<file path="src/rtl/mipi_csi_rx_lane_sync_ctrl.sv">
// Purpose: sequences the CSI-2 lane aligner: re-arms it, enforces skew and sync windows, reports packets and errors.
// Latency: every output is registered; decisions on the inputs sampled at edge N appear after edge N.
// Backpressure: none; the block only observes flags and cannot stall the byte stream. Drains until all lanes go idle.
//
// Ports:
//   clk_i            byte clock
//   reset_n_i        asynchronous active-low reset
//   bytes_valid_i    per-lane byte-valid flags from the byte aligners
//   lane_valid_i     lane aligner sync output
//   aligner_reset_o  active-high re-arm pulse to the lane aligner
//   packet_active_o  high while an aligned packet is in flight
//   lane_skew_o      first-to-last lane skew of the most recent packet
//   skew_err_o       pulse: skew window exceeded or a lane dropped before all were valid
//   sync_err_o       pulse: sync timeout, lane drop while waiting for sync, or sync lost mid-packet
//   err_count_o      saturating error-event count
//   state_o          current state encoding (debug)
`timescale 1ns/1ps
module mipi_csi_rx_lane_sync_ctrl #(
   parameter int MIPI_LANES    = 2,
   parameter int MAX_SKEW      = 7,
   parameter int SYNC_TIMEOUT  = 15,
   parameter int RESET_CYCLES  = 2,
   parameter int ERR_CNT_WIDTH = 16
) (
   input  logic                            clk_i,
   input  logic                            reset_n_i,
   input  logic [MIPI_LANES-1:0]           bytes_valid_i,
   input  logic                            lane_valid_i,
   output logic                            aligner_reset_o,
   output logic                            packet_active_o,
   output logic [$clog2(MAX_SKEW+1)-1:0]   lane_skew_o,
   output logic                            skew_err_o,
   output logic                            sync_err_o,
   output logic [ERR_CNT_WIDTH-1:0]        err_count_o,
   output logic [2:0]                      state_o
);

   localparam int SKEW_W  = $clog2(MAX_SKEW+1);
   // One shared counter serves the re-arm, skew and sync-timeout phases,
   // so it must hold the largest terminal value of the three.
   localparam int CNT_MAX = (MAX_SKEW > SYNC_TIMEOUT) ?
                            ((MAX_SKEW > RESET_CYCLES) ? MAX_SKEW : RESET_CYCLES) :
                            ((SYNC_TIMEOUT > RESET_CYCLES) ? SYNC_TIMEOUT : RESET_CYCLES);
   localparam int CNT_W   = (CNT_MAX < 1) ? 1 : $clog2(CNT_MAX+1);

   typedef enum logic [2:0] {
      S_RECOVER   = 3'd0,
      S_IDLE      = 3'd1,
      S_WAIT_ALL  = 3'd2,
      S_WAIT_SYNC = 3'd3,
      S_ACTIVE    = 3'd4,
      S_DRAIN     = 3'd5
   } state_t;

   state_t                  state_q, state_d;
   logic [CNT_W-1:0]        cnt_q, cnt_d;
   logic [MIPI_LANES-1:0]   bv_q;
   logic                    all_valid, any_valid, lane_dropped;
   logic                    ev_skew_err, ev_sync_err, ev_skew_ld;
   logic [SKEW_W-1:0]       skew_ld_val;
   logic                    aligner_reset_d, packet_active_d;
   logic [ERR_CNT_WIDTH-1:0] err_cnt_q;

   assign all_valid    = &bytes_valid_i;
   assign any_valid    = |bytes_valid_i;
   // A lane that was valid last cycle and is not now.
   assign lane_dropped = |(bv_q & ~bytes_valid_i);

   // State register
   always_ff @(posedge clk_i or negedge reset_n_i) begin
      if (!reset_n_i) begin
         state_q <= S_RECOVER;
         cnt_q   <= '0;
         bv_q    <= '0;
      end else begin
         state_q <= state_d;
         cnt_q   <= cnt_d;
         bv_q    <= bytes_valid_i;
      end
   end

   // Next-state logic
   always_comb begin
      state_d     = state_q;
      cnt_d       = cnt_q;
      ev_skew_err = 1'b0;
      ev_sync_err = 1'b0;
      ev_skew_ld  = 1'b0;
      skew_ld_val = '0;
      case (state_q)
         S_RECOVER: begin
            if (cnt_q == CNT_W'(RESET_CYCLES-1)) begin
               state_d = S_IDLE;
               cnt_d   = '0;
            end else begin
               cnt_d = cnt_q + CNT_W'(1);
            end
         end
         S_IDLE: begin
            if (all_valid) begin
               state_d    = S_WAIT_SYNC;
               cnt_d      = '0;
               ev_skew_ld = 1'b1;
            end else if (any_valid) begin
               state_d = S_WAIT_ALL;
               cnt_d   = CNT_W'(1);
            end
         end
         S_WAIT_ALL: begin
            // All-valid is tested first so it wins over the skew limit.
            if (all_valid) begin
               state_d     = S_WAIT_SYNC;
               cnt_d       = '0;
               ev_skew_ld  = 1'b1;
               skew_ld_val = cnt_q[SKEW_W-1:0];
            end else if (lane_dropped || (cnt_q == CNT_W'(MAX_SKEW))) begin
               state_d     = S_DRAIN;
               ev_skew_err = 1'b1;
            end else begin
               cnt_d = cnt_q + CNT_W'(1);
            end
         end
         S_WAIT_SYNC: begin
            if (lane_valid_i) begin
               state_d = S_ACTIVE;
            end else if (!all_valid || (cnt_q == CNT_W'(SYNC_TIMEOUT))) begin
               state_d     = S_DRAIN;
               ev_sync_err = 1'b1;
            end else begin
               cnt_d = cnt_q + CNT_W'(1);
            end
         end
         S_ACTIVE: begin
            // A byte lane falling is a normal end even if sync drops with it.
            if (!all_valid) begin
               state_d = S_DRAIN;
            end else if (!lane_valid_i) begin
               state_d     = S_DRAIN;
               ev_sync_err = 1'b1;
            end
         end
         S_DRAIN: begin
            if (!any_valid) begin
               state_d = S_RECOVER;
               cnt_d   = '0;
            end
         end
         default: begin
            state_d = S_RECOVER;
            cnt_d   = '0;
         end
      endcase
   end

   // Output logic: next values of the registered level outputs
   always_comb begin
      aligner_reset_d = (state_d == S_RECOVER);
      packet_active_d = (state_d == S_ACTIVE);
   end

   always_ff @(posedge clk_i or negedge reset_n_i) begin
      if (!reset_n_i) begin
         aligner_reset_o <= 1'b1;
         packet_active_o <= 1'b0;
         lane_skew_o     <= '0;
         skew_err_o      <= 1'b0;
         sync_err_o      <= 1'b0;
         err_cnt_q       <= '0;
      end else begin
         aligner_reset_o <= aligner_reset_d;
         packet_active_o <= packet_active_d;
         skew_err_o      <= ev_skew_err;
         sync_err_o      <= ev_sync_err;
         if (ev_skew_ld) begin
            lane_skew_o <= skew_ld_val;
         end
         // The two error events are mutually exclusive by construction.
         if ((ev_skew_err || ev_sync_err) && (err_cnt_q != '1)) begin
            err_cnt_q <= err_cnt_q + ERR_CNT_WIDTH'(1);
         end
      end
   end

   assign err_count_o = err_cnt_q;
   assign state_o     = state_q;

endmodule

</file>
<file path="config.mk">
export PLATFORM = sky130hd
export DESIGN_NAME = mipi_csi_rx_lane_sync_ctrl
export DESIGN_NICKNAME = d
export VERILOG_FILES = /design/src/rtl/mipi_csi_rx_lane_sync_ctrl.sv
export SDC_FILE = /design/constraint.sdc
export NUM_CORES = 1
export LEC_CHECK = 0
export CAP_MARGIN = 15
export CORE_UTILIZATION = 55
export DETAILED_ROUTE_END_ITERATION = 8
export PLACE_DENSITY = 0.92
export SLEW_MARGIN = 20
export SYNTH_ARGS = -nofsm -noshare
export SYNTH_HDL_FRONTEND = slang
export SYNTH_SLANG_ARGS = --single-unit
</file>
<file path="constraint.sdc">
create_clock -name clk_i -period 3.9 [get_ports clk_i]
set_input_delay 1.17 -clock clk_i [delete_from_list [all_inputs] [get_ports clk_i]]
set_output_delay 1.17 -clock clk_i [all_outputs]
set_load 0.01 [all_outputs]
</file>
## Word level (Yosys, flattened, before mapping)

Index checks and enable logic that the tools add are counted.

| word-level totals | value |
|---|---|
| register bits after elaboration | 32 |
| input port bits | 5 |
| word-level logic and storage cells | 73 |

| operators by class | value |
|---|---|
| eq/ne operators | 15 |
| multiplexer cells | 32 |
| bitwise gates (word level) | 3 |
| add/sub/neg operators | 2 |
| reduce and logical (&&, ||, !) cells | 12 |

Operators by type and width:

| cell | number |
|---|---|
| $mux W3 | 12 |
| $mux W4 | 8 |
| $pmux W4 S6 | 1 |
| $pmux W3 S6 | 1 |
| $add A16 B1 Y16 const B | 1 |
| $ne A16 B16 Y1 const B | 1 |
| $eq A3 B3 Y1 const B | 3 |
| $mux W1 | 9 |
| $eq A3 B2 Y1 const B | 2 |
| $logic_not A3 Y1 | 2 |
| $ne A2 B2 Y1 const B | 3 |
| $ne A3 B3 Y1 const B | 2 |
| $reduce_and A6 Y1 | 1 |
| $reduce_or A2 Y1 | 3 |
| $add A4 B1 Y4 const B | 1 |
| $eq A4 B1 Y1 const B | 1 |
| $eq A4 B3 Y1 const B | 1 |
| $eq A4 B4 Y1 const B | 1 |
| $eq A3 B1 Y1 const B | 1 |
| $logic_or A1 B1 Y1 | 3 |
| $and A2 B2 Y2 | 1 |
| $not A2 Y2 | 1 |
| $pmux W1 S2 | 1 |
| $reduce_and A2 Y1 | 1 |
| 3 further kinds | 3 |

## Logic depth before layout (Yosys ltp)

Gate-level depths: netlist of the first run.

| depth | value |
|---|---|
| depth in word-level cells | 9 |
| mapped depth | 7 |

## Worst setup path before layout of the first run

OpenSTA, ideal clock, no wires.

| timing | value |
|---|---|
| path type | input -> register |
| start point | input port bytes_valid_i[0] |
| end point | register err_cnt_q[12], in the netlist err_count_o[12] |
| cell stages on the path | 6 |
| arrival | 2.331 ns |
| path slack | 1.442 ns |
| path through | nand2_2 clkbuf_1 nor2_1 o211ai_4 nand3_2 mux2_1 |

| between the ends | value |
|---|---|
| longest elaborated chain between the ends | 9 |
| elaborated cells between the ends (all ways) | 16 |
| those cells by class | mux: 7; bitwise: 2; reduce/logical: 7 |

Ends and longest elaborated chain:

| what | line | text |
|---|---|---|
| from (decl) | 27 | `input logic [MIPI_LANES-1:0] bytes_valid_i,` |
| $not A2 Y2 | 67 | `assign lane_dropped = \|(bv_q & ~bytes_valid_i);` |
| $and A2 B2 Y2 | 67 |  |
| $reduce_or A2 Y1 | 67 |  |
| $logic_or A1 B1 Y1 | 116 | `end else if (lane_dropped \|\| (cnt_q == CNT_W'(MAX_SKEW))) begin` |
| $mux W1 | 116 |  |
| $mux W1 | 111 | `if (all_valid) begin` |
| $mux W1 | 90 | `case (state_q)` |
| $logic_or A1 B1 Y1 * | 178 | `if ((ev_skew_err \|\| ev_sync_err) && (err_cnt_q != '1)) begin` |
| $logic_and A1 B1 Y1 * | 178 |  |
| to (signal assigned) | 179 | `err_cnt_q <= err_cnt_q + ERR_CNT_WIDTH'(1);` |
| to (decl) | 62 | `logic [ERR_CNT_WIDTH-1:0] err_cnt_q;` |

Mark *: on every way between the ends. The rest lies on a longest branch, timed or not.
A chain may end at the register's enable or synchronous reset.

## Worst setup path in the final report of the first run

Same ends and word-level chain as after synthesis.

==> impl_metrics.env, run 1 <==
export IMPL_fill_cells=247
export IMPL_status="completed"
export IMPL_cts_hold_buf=0
export IMPL_post_drt_via_cell_ratio=5.91
export IMPL_io_pins=31
export IMPL_yosysMostFrequentCell="dfrtp_1"
export IMPL_worst_path_max_fanout=17
export IMPL_power_density_nw_per_um2=519
export IMPL_worstPathArrival_ns=3.25
export IMPL_use_met2=0.369
export IMPL_drive_above_1_share=0.156
export IMPL_clock_skew_ns=0.00913
export IMPL_areaGrowthSynthToFinish_pct=20.4
export IMPL_synth_seq_cells=32
export IMPL_maxCapViolCount=0
export IMPL_path_buf_inv=1
export IMPL_power_mw=1.13
export IMPL_worst_pin_slew_ns=0.699
export IMPL_grt_use_met3=0.0655
export IMPL_antenna_found_initial=0
export IMPL_r2r_start="err_count_o[0]$_DFFE_PN0P_"
export IMPL_wl_per_cell_um=14.5
export IMPL_fin_area_sq_um=2190
export IMPL_synthTopCellsByCount="dfrtp_1, xnor2_1, nor2_1"
export IMPL_drv_slew=0
export IMPL_synth_async_reset_ratio=1.00
export IMPL_cpLargestDelayFamily="simple AND/OR/NAND/NOR gates"
export IMPL_ir_worst_vdd_uv=372
export IMPL_cts_setup_buffers=0
export IMPL_vias=1436
export IMPL_place_area_sq_um=2140
export IMPL_clkTransAtPathRegs_ns=0.10
export IMPL_slowest_stage="clkdlybuf4s50_1"
export IMPL_die_y_um=59.5
export IMPL_syn_nets=175
export IMPL_cts_buffers=5
export IMPL_ys_seq_area_frac=0.442
export IMPL_grt_pass1_vias=1318
export IMPL_critPathMaxStageDelay_ns=0.58
export IMPL_die_w_um=59.5
export IMPL_fmax_mhz=331
export IMPL_maxSlewHeadroom=0.533
export IMPL_met1_usage=0.269
export IMPL_cts_resized_gates=0
export IMPL_whs_ns=0.513
export IMPL_postRouteAntennaNets=0
export IMPL_hold_path_class="flop to flop"
export IMPL_setup_viol=0
export IMPL_cp_required_ns=4.13
export IMPL_syn_cell_area_sq_um=1820
export IMPL_setup_ws_ns=0.878
export IMPL_finalCriticalPeriod_ns=3.02
export IMPL_final_cells=243
export IMPL_critPathKind="input port to flop"
export IMPL_holdPathStages=1
export IMPL_synth_ff_type="dfrtp_1"
export IMPL_h_tree_depth=2
export IMPL_antenna_cells=0
export IMPL_die_area_sq_um=3530
export IMPL_end_kind="flop"
export IMPL_path_cells="clkdlybuf4s50_1, nand2_2, or4_4, o211ai_4, nand3_2, mux2_1"
export IMPL_avgSynthCellArea_sq_um=10.9
export IMPL_place_ws_ns=0.518
export IMPL_synth_edf_count=0
export IMPL_syn_instance_count=167
export IMPL_synth_warnings=0
export IMPL_utilization=0.704
export IMPL_grt_max_degree=33
export IMPL_wirelength_um=3520
export IMPL_min_delay_start="err_count_o[10]$_DFFE_PN0P_"
export IMPL_core_region_area_sq_um=3100
export IMPL_placementRows=20
export IMPL_gr_usage_all_layers=0.226
export IMPL_worstSetupPathDepth=6
export IMPL_fin_crit_sh=0.775
export IMPL_io_buffers=30
export IMPL_finalHoldViolations=0
export IMPL_dp_cells=236
export IMPL_cts_max_path_buffers=2
export IMPL_drc=0
export IMPL_place_hpwl_um=2610
export IMPL_start_util=0.585
export IMPL_synth_top_area_share=0.427
export IMPL_clockRootBuffer="clkbuf_4"
export IMPL_yosysTopAreaCell="dfrtp_1"
export IMPL_clk_latency_ns=0.33
export IMPL_first_pass_iters=4
export IMPL_gp_congestion=0.871
export IMPL_tritoncts="built"
export IMPL_worstRegToRegCells=6
export IMPL_grt_busiest_layer="met2"
export IMPL_nets=207
export IMPL_overflow=0
export IMPL_cts_sinks=32
export IMPL_tns_ns=0
export IMPL_yosys_top_cells_area="dfrtp_1, xnor2_1, nand3_2"
export IMPL_startpoint="bytes_valid_i[0]"
export IMPL_p_leak_nw=0.940
export IMPL_rsz0062_at_grt="no"
export IMPL_grt_pass1_wl_um=5870
export IMPL_start_kind="input port"
export IMPL_drtIter0Drc=60
export IMPL_synth_distinct_cells=51
## state kept, by name, indices dropped and copies added, names as in the netlist
signal,count
err_count_o,16
cnt_q,4
lane_skew_o,3
state_o,3
bv_q,2
aligner_reset_o,1
packet_active_o,1
skew_err_o,1
sync_err_o,1
## final cells by class
cell class | count | area, sq um | share of cell area
multi-input cells | 121 | 945 | 0.432
flip-flops and latches | 32 | 802 | 0.367
repair buffers | 31 | 308 | 0.141
well taps | 44 | 55.1 | 0.0252
clock buffers | 6 | 41.3 | 0.0189
inverters | 8 | 30.0 | 0.0137
clock inverters | 1 | 5.00 | 0.00229
## report_power, final
group	switching (mW)	internal [mW]
Sequential	0.102	0.398
Combinational	0.214	0.245
Clock	0.109	0.0663
Total	0.425	0.710
## cells in the final DEF, fill, tap and decap left out, drive strengths merged, types with 3 or more instances in the layout
cell type,Yosys,final
nor3,3,3
nand3,13,13
a22o,3,3
clkbuf,1,6
nand2,9,9
nor2,9,9
o21bai,3,3
nor3b,4,4
xnor2,13,13
nand4,7,7
mux2,3,3
inv,8,8
nor2b,3,3
clkdlybuf4s50,0,30
dfrtp,31,31
nor4,4,4
and3,8,8
ha,3,3
o21ai,3,3
a21oi,5,5
## final timing paths
path	to	slack, ns
min reg2reg	err_count_o[10]$_DFFE_PN0P_	0.51
max reg2reg	err_count_o[1]$_DFFE_PN0P_	1.40
max in group asynchronous	aligner_reset_o$_DFF_PN1_	2.35
min	err_count_o[10]$_DFFE_PN0P_	0.51
max	err_count_o[12]$_DFFE_PN0P_	0.88
min in group asynchronous	err_count_o[7]$_DFFE_PN0P_	1.22
## cells by family after synthesis
family | after synthesis | synth area share
AND/OR/NAND/NOR | 70 | 0.256
flip-flops | 32 | 0.442
AO/OA/AOI/OAI | 30 | 0.151
buffers and inverters | 14 | 0.0379
XOR/XNOR | 13 | 0.0627
multiplexers | 5 | 0.0296
adder cells (fa/ha/maj) | 3 | 0.0207
## per-layer routing
metal,vias to the layer above,part of all wire
met3,13,0.055
li1,678,-
met1,694,0.41
met5,-,0
met2,51,0.51
met4,0,0.029
Power figures use the tool's default switching activity.
==> run 2, diff against run 1 <==
--- a/config.mk
+++ b/config.mk
@@ -6,9 +6,9 @@
 export NUM_CORES = 1
 export LEC_CHECK = 0
 export CAP_MARGIN = 15
-export CORE_UTILIZATION = 55
+export CORE_UTILIZATION = 52
 export DETAILED_ROUTE_END_ITERATION = 8
-export PLACE_DENSITY = 0.92
+export PLACE_DENSITY = 0.89
 export SLEW_MARGIN = 20
 export SYNTH_ARGS = -nofsm -noshare
 export SYNTH_HDL_FRONTEND = slang
==> constraint.sdc (replaced) <==
create_clock -name clk_i -period 3 [get_ports clk_i]
set_input_delay 0.9 -clock clk_i [delete_from_list [all_inputs] [get_ports clk_i]]
set_output_delay 0.9 -clock clk_i [all_outputs]
set_load 0.01 [all_outputs]
==> run 2 against run 1 <==
  * Non-clock buffer count is 3 higher
  * Die area is 5.6% higher
  * Hold slack worse by 0.0062 ns
  * Register-to-register slack worse by 0.69 ns
  * Clock power is 59% higher
  * Clock skew is 0.0032 ns lower
  * Sequential share of layout area is 0.72 points lower
  * Critical path depth is 1 higher
  * Critical endpoint is now err_count_o[2]$_DFFE_PN0P_
  * Largest cell class unchanged
  * Largest power group unchanged
==> impl_metrics.env, run 2 (same netlist as run 1, synthesis figures left out) <==
export IMPL_grt_max_degree=23
export IMPL_tns_ns=0
export IMPL_grt_pass1_wl_um=6710
export IMPL_placementRows=21
export IMPL_postRouteAntennaNets=0
export IMPL_setup_viol=0
export IMPL_grt_pass1_vias=1444
export IMPL_die_area_sq_um=3730
export IMPL_areaGrowthSynthToFinish_pct=22.8
export IMPL_io_buffers=30
export IMPL_nets=210
export IMPL_fin_area_sq_um=2230
export IMPL_vias=1479
export IMPL_die_y_um=61.1
export IMPL_layout_common_cells="dfrtp_1, clkdlybuf4s50_1, xnor2_1"
export IMPL_place_area_sq_um=2160
export IMPL_maxCapViolCount=0
export IMPL_clk_latency_ns=0.34
export IMPL_first_pass_iters=5
export IMPL_drv_slew=0
export IMPL_slowest_stage="clkdlybuf4s50_1"
export IMPL_drc=0
export IMPL_drt_met1_wl_um=1550
export IMPL_post_drt_via_cell_ratio=5.96
export IMPL_cts_buffers=5
export IMPL_setup_ws_ns=0.365
export IMPL_antenna_found_initial=0
export IMPL_fill_cells=278
export IMPL_start_util=0.544
export IMPL_gp_congestion=0.940
export IMPL_critPathKind="input port to flop"
export IMPL_io_pins=31
export IMPL_worst_path_max_fanout=10
export IMPL_place_ws_ns=0.0434
export IMPL_start_kind="input port"
export IMPL_die_w_um=61.1
export IMPL_worstPathArrival_ns=2.90
export IMPL_clkTransAtPathRegs_ns=0.10
export IMPL_place_hpwl_um=2930
export IMPL_status="completed"
export IMPL_worst_pin_slew_ns=0.532
export IMPL_finalCriticalPeriod_ns=2.63
export IMPL_drtIter0Drc=81
export IMPL_finalHoldViolations=0
export IMPL_gr_usage_all_layers=0.254
export IMPL_layout_commonest_cell="dfrtp_1"
export IMPL_cts_resized_gates=0
export IMPL_fmax_mhz=380
export IMPL_clockRootBuffer="clkbuf_4"
export IMPL_cp_required_ns=3.27
export IMPL_drive_above_1_share=0.173
export IMPL_power_density_nw_per_um2=697
export IMPL_dr_wl_met3_um=209
export IMPL_hold_path_class="flop to flop"
export IMPL_wl_met2_um=2150
export IMPL_antenna_cells=0
export IMPL_r2r_slack_ns=0.71
export IMPL_rsz0062_at_grt="no"
export IMPL_wirelength_um=3990
export IMPL_topRoutingLayerUsed="met4"
export IMPL_whs_ns=0.507
export IMPL_clock_skew_ns=0.00593
export IMPL_cts_max_path_buffers=2
export IMPL_end_kind="flop"
export IMPL_path_cells="clkdlybuf4s50_1, and2b_2, o311ai_4, o211ai_4, buf_4, and3_1, a21oi_1"
export IMPL_fin_crit_sh=0.878
export IMPL_largest_register_ffs=16
export IMPL_ir_worst_vdd_uv=335
export IMPL_multiInputGateArea_sq_um=945
export IMPL_tritoncts="built"
export IMPL_core_region_area_sq_um=3340
export IMPL_overflow=0
export IMPL_p_leak_nw=0.964
export IMPL_seq_area_sq_um=802
export IMPL_critPathMaxStageDelay_ns=0.58
export IMPL_cts_hold_buf=0
export IMPL_maxSlewHeadroom=0.645
export IMPL_cts_setup_buffers=0
export IMPL_wl_per_cell_um=16.1
export IMPL_h_tree_depth=2
export IMPL_cts_sinks=32
## run 2: per-stage QoR
stage / util / total power, mW / std cells
after floorplan: - / 1.04 / 167
after global placement: 0.649 / 1.23 / 241
after detailed placement: 0.649 / 1.27 / 241
after CTS: 0.668 / 1.55 / 248
after global routing: 0.668 / 1.67 / 248
final: 0.668 / 1.55 / 248
## run 2: report_power, final
part / leakage [nW] / total [mW] / internal [mW] / switching [mW]
sequential: 0.420 / 0.659 / 0.517 / 0.142
combinational: 0.506 / 0.616 / 0.324 / 0.292
clock: 0.0374 / 0.279 / 0.133 / 0.147
## run 2: worst max-delay path, delay by kind of cell
family,cells,cell delay [ns]
compound gates,3,0.71
simple gates,2,0.47
buf+inv,2,0.81
## run 2: worst paths after layout
path,startpoint,to,cells past startpoint
setup / recovery,bytes_valid_i[1],err_count_o[2]$_DFFE_PN0P_,7
hold / removal,err_count_o[10]$_DFFE_PN0P_,err_count_o[10]$_DFFE_PN0P_,1
setup reg to reg,cnt_q[0]$_DFFE_PN0P_,err_count_o[2]$_DFFE_PN0P_,7
hold reg to reg,err_count_o[10]$_DFFE_PN0P_,err_count_o[10]$_DFFE_PN0P_,1
max in group asynchronous,reset_n_i,err_count_o[13]$_DFFE_PN0P_,2
min in group asynchronous,reset_n_i,packet_active_o$_DFF_PN0_,1
## run 2: area by class of cell
cell class | count | area share
Tap cell | 46 | 0.0258
Timing Repair Buffer | 34 | 0.148
Sequential cell | 32 | 0.360
Inverter | 8 | 0.0135
Clock buffer | 7 | 0.0292
Multi-Input combinational cell | 121 | 0.424
## run 2: per-layer routing
metal | vias up | GRT usage
met5 | - | 0
met4 | 0 | 0.110
met3 | 13 | 0.0735
met2 | 52 | 0.444
met1 | 733 | 0.288
li1 | 681 | -
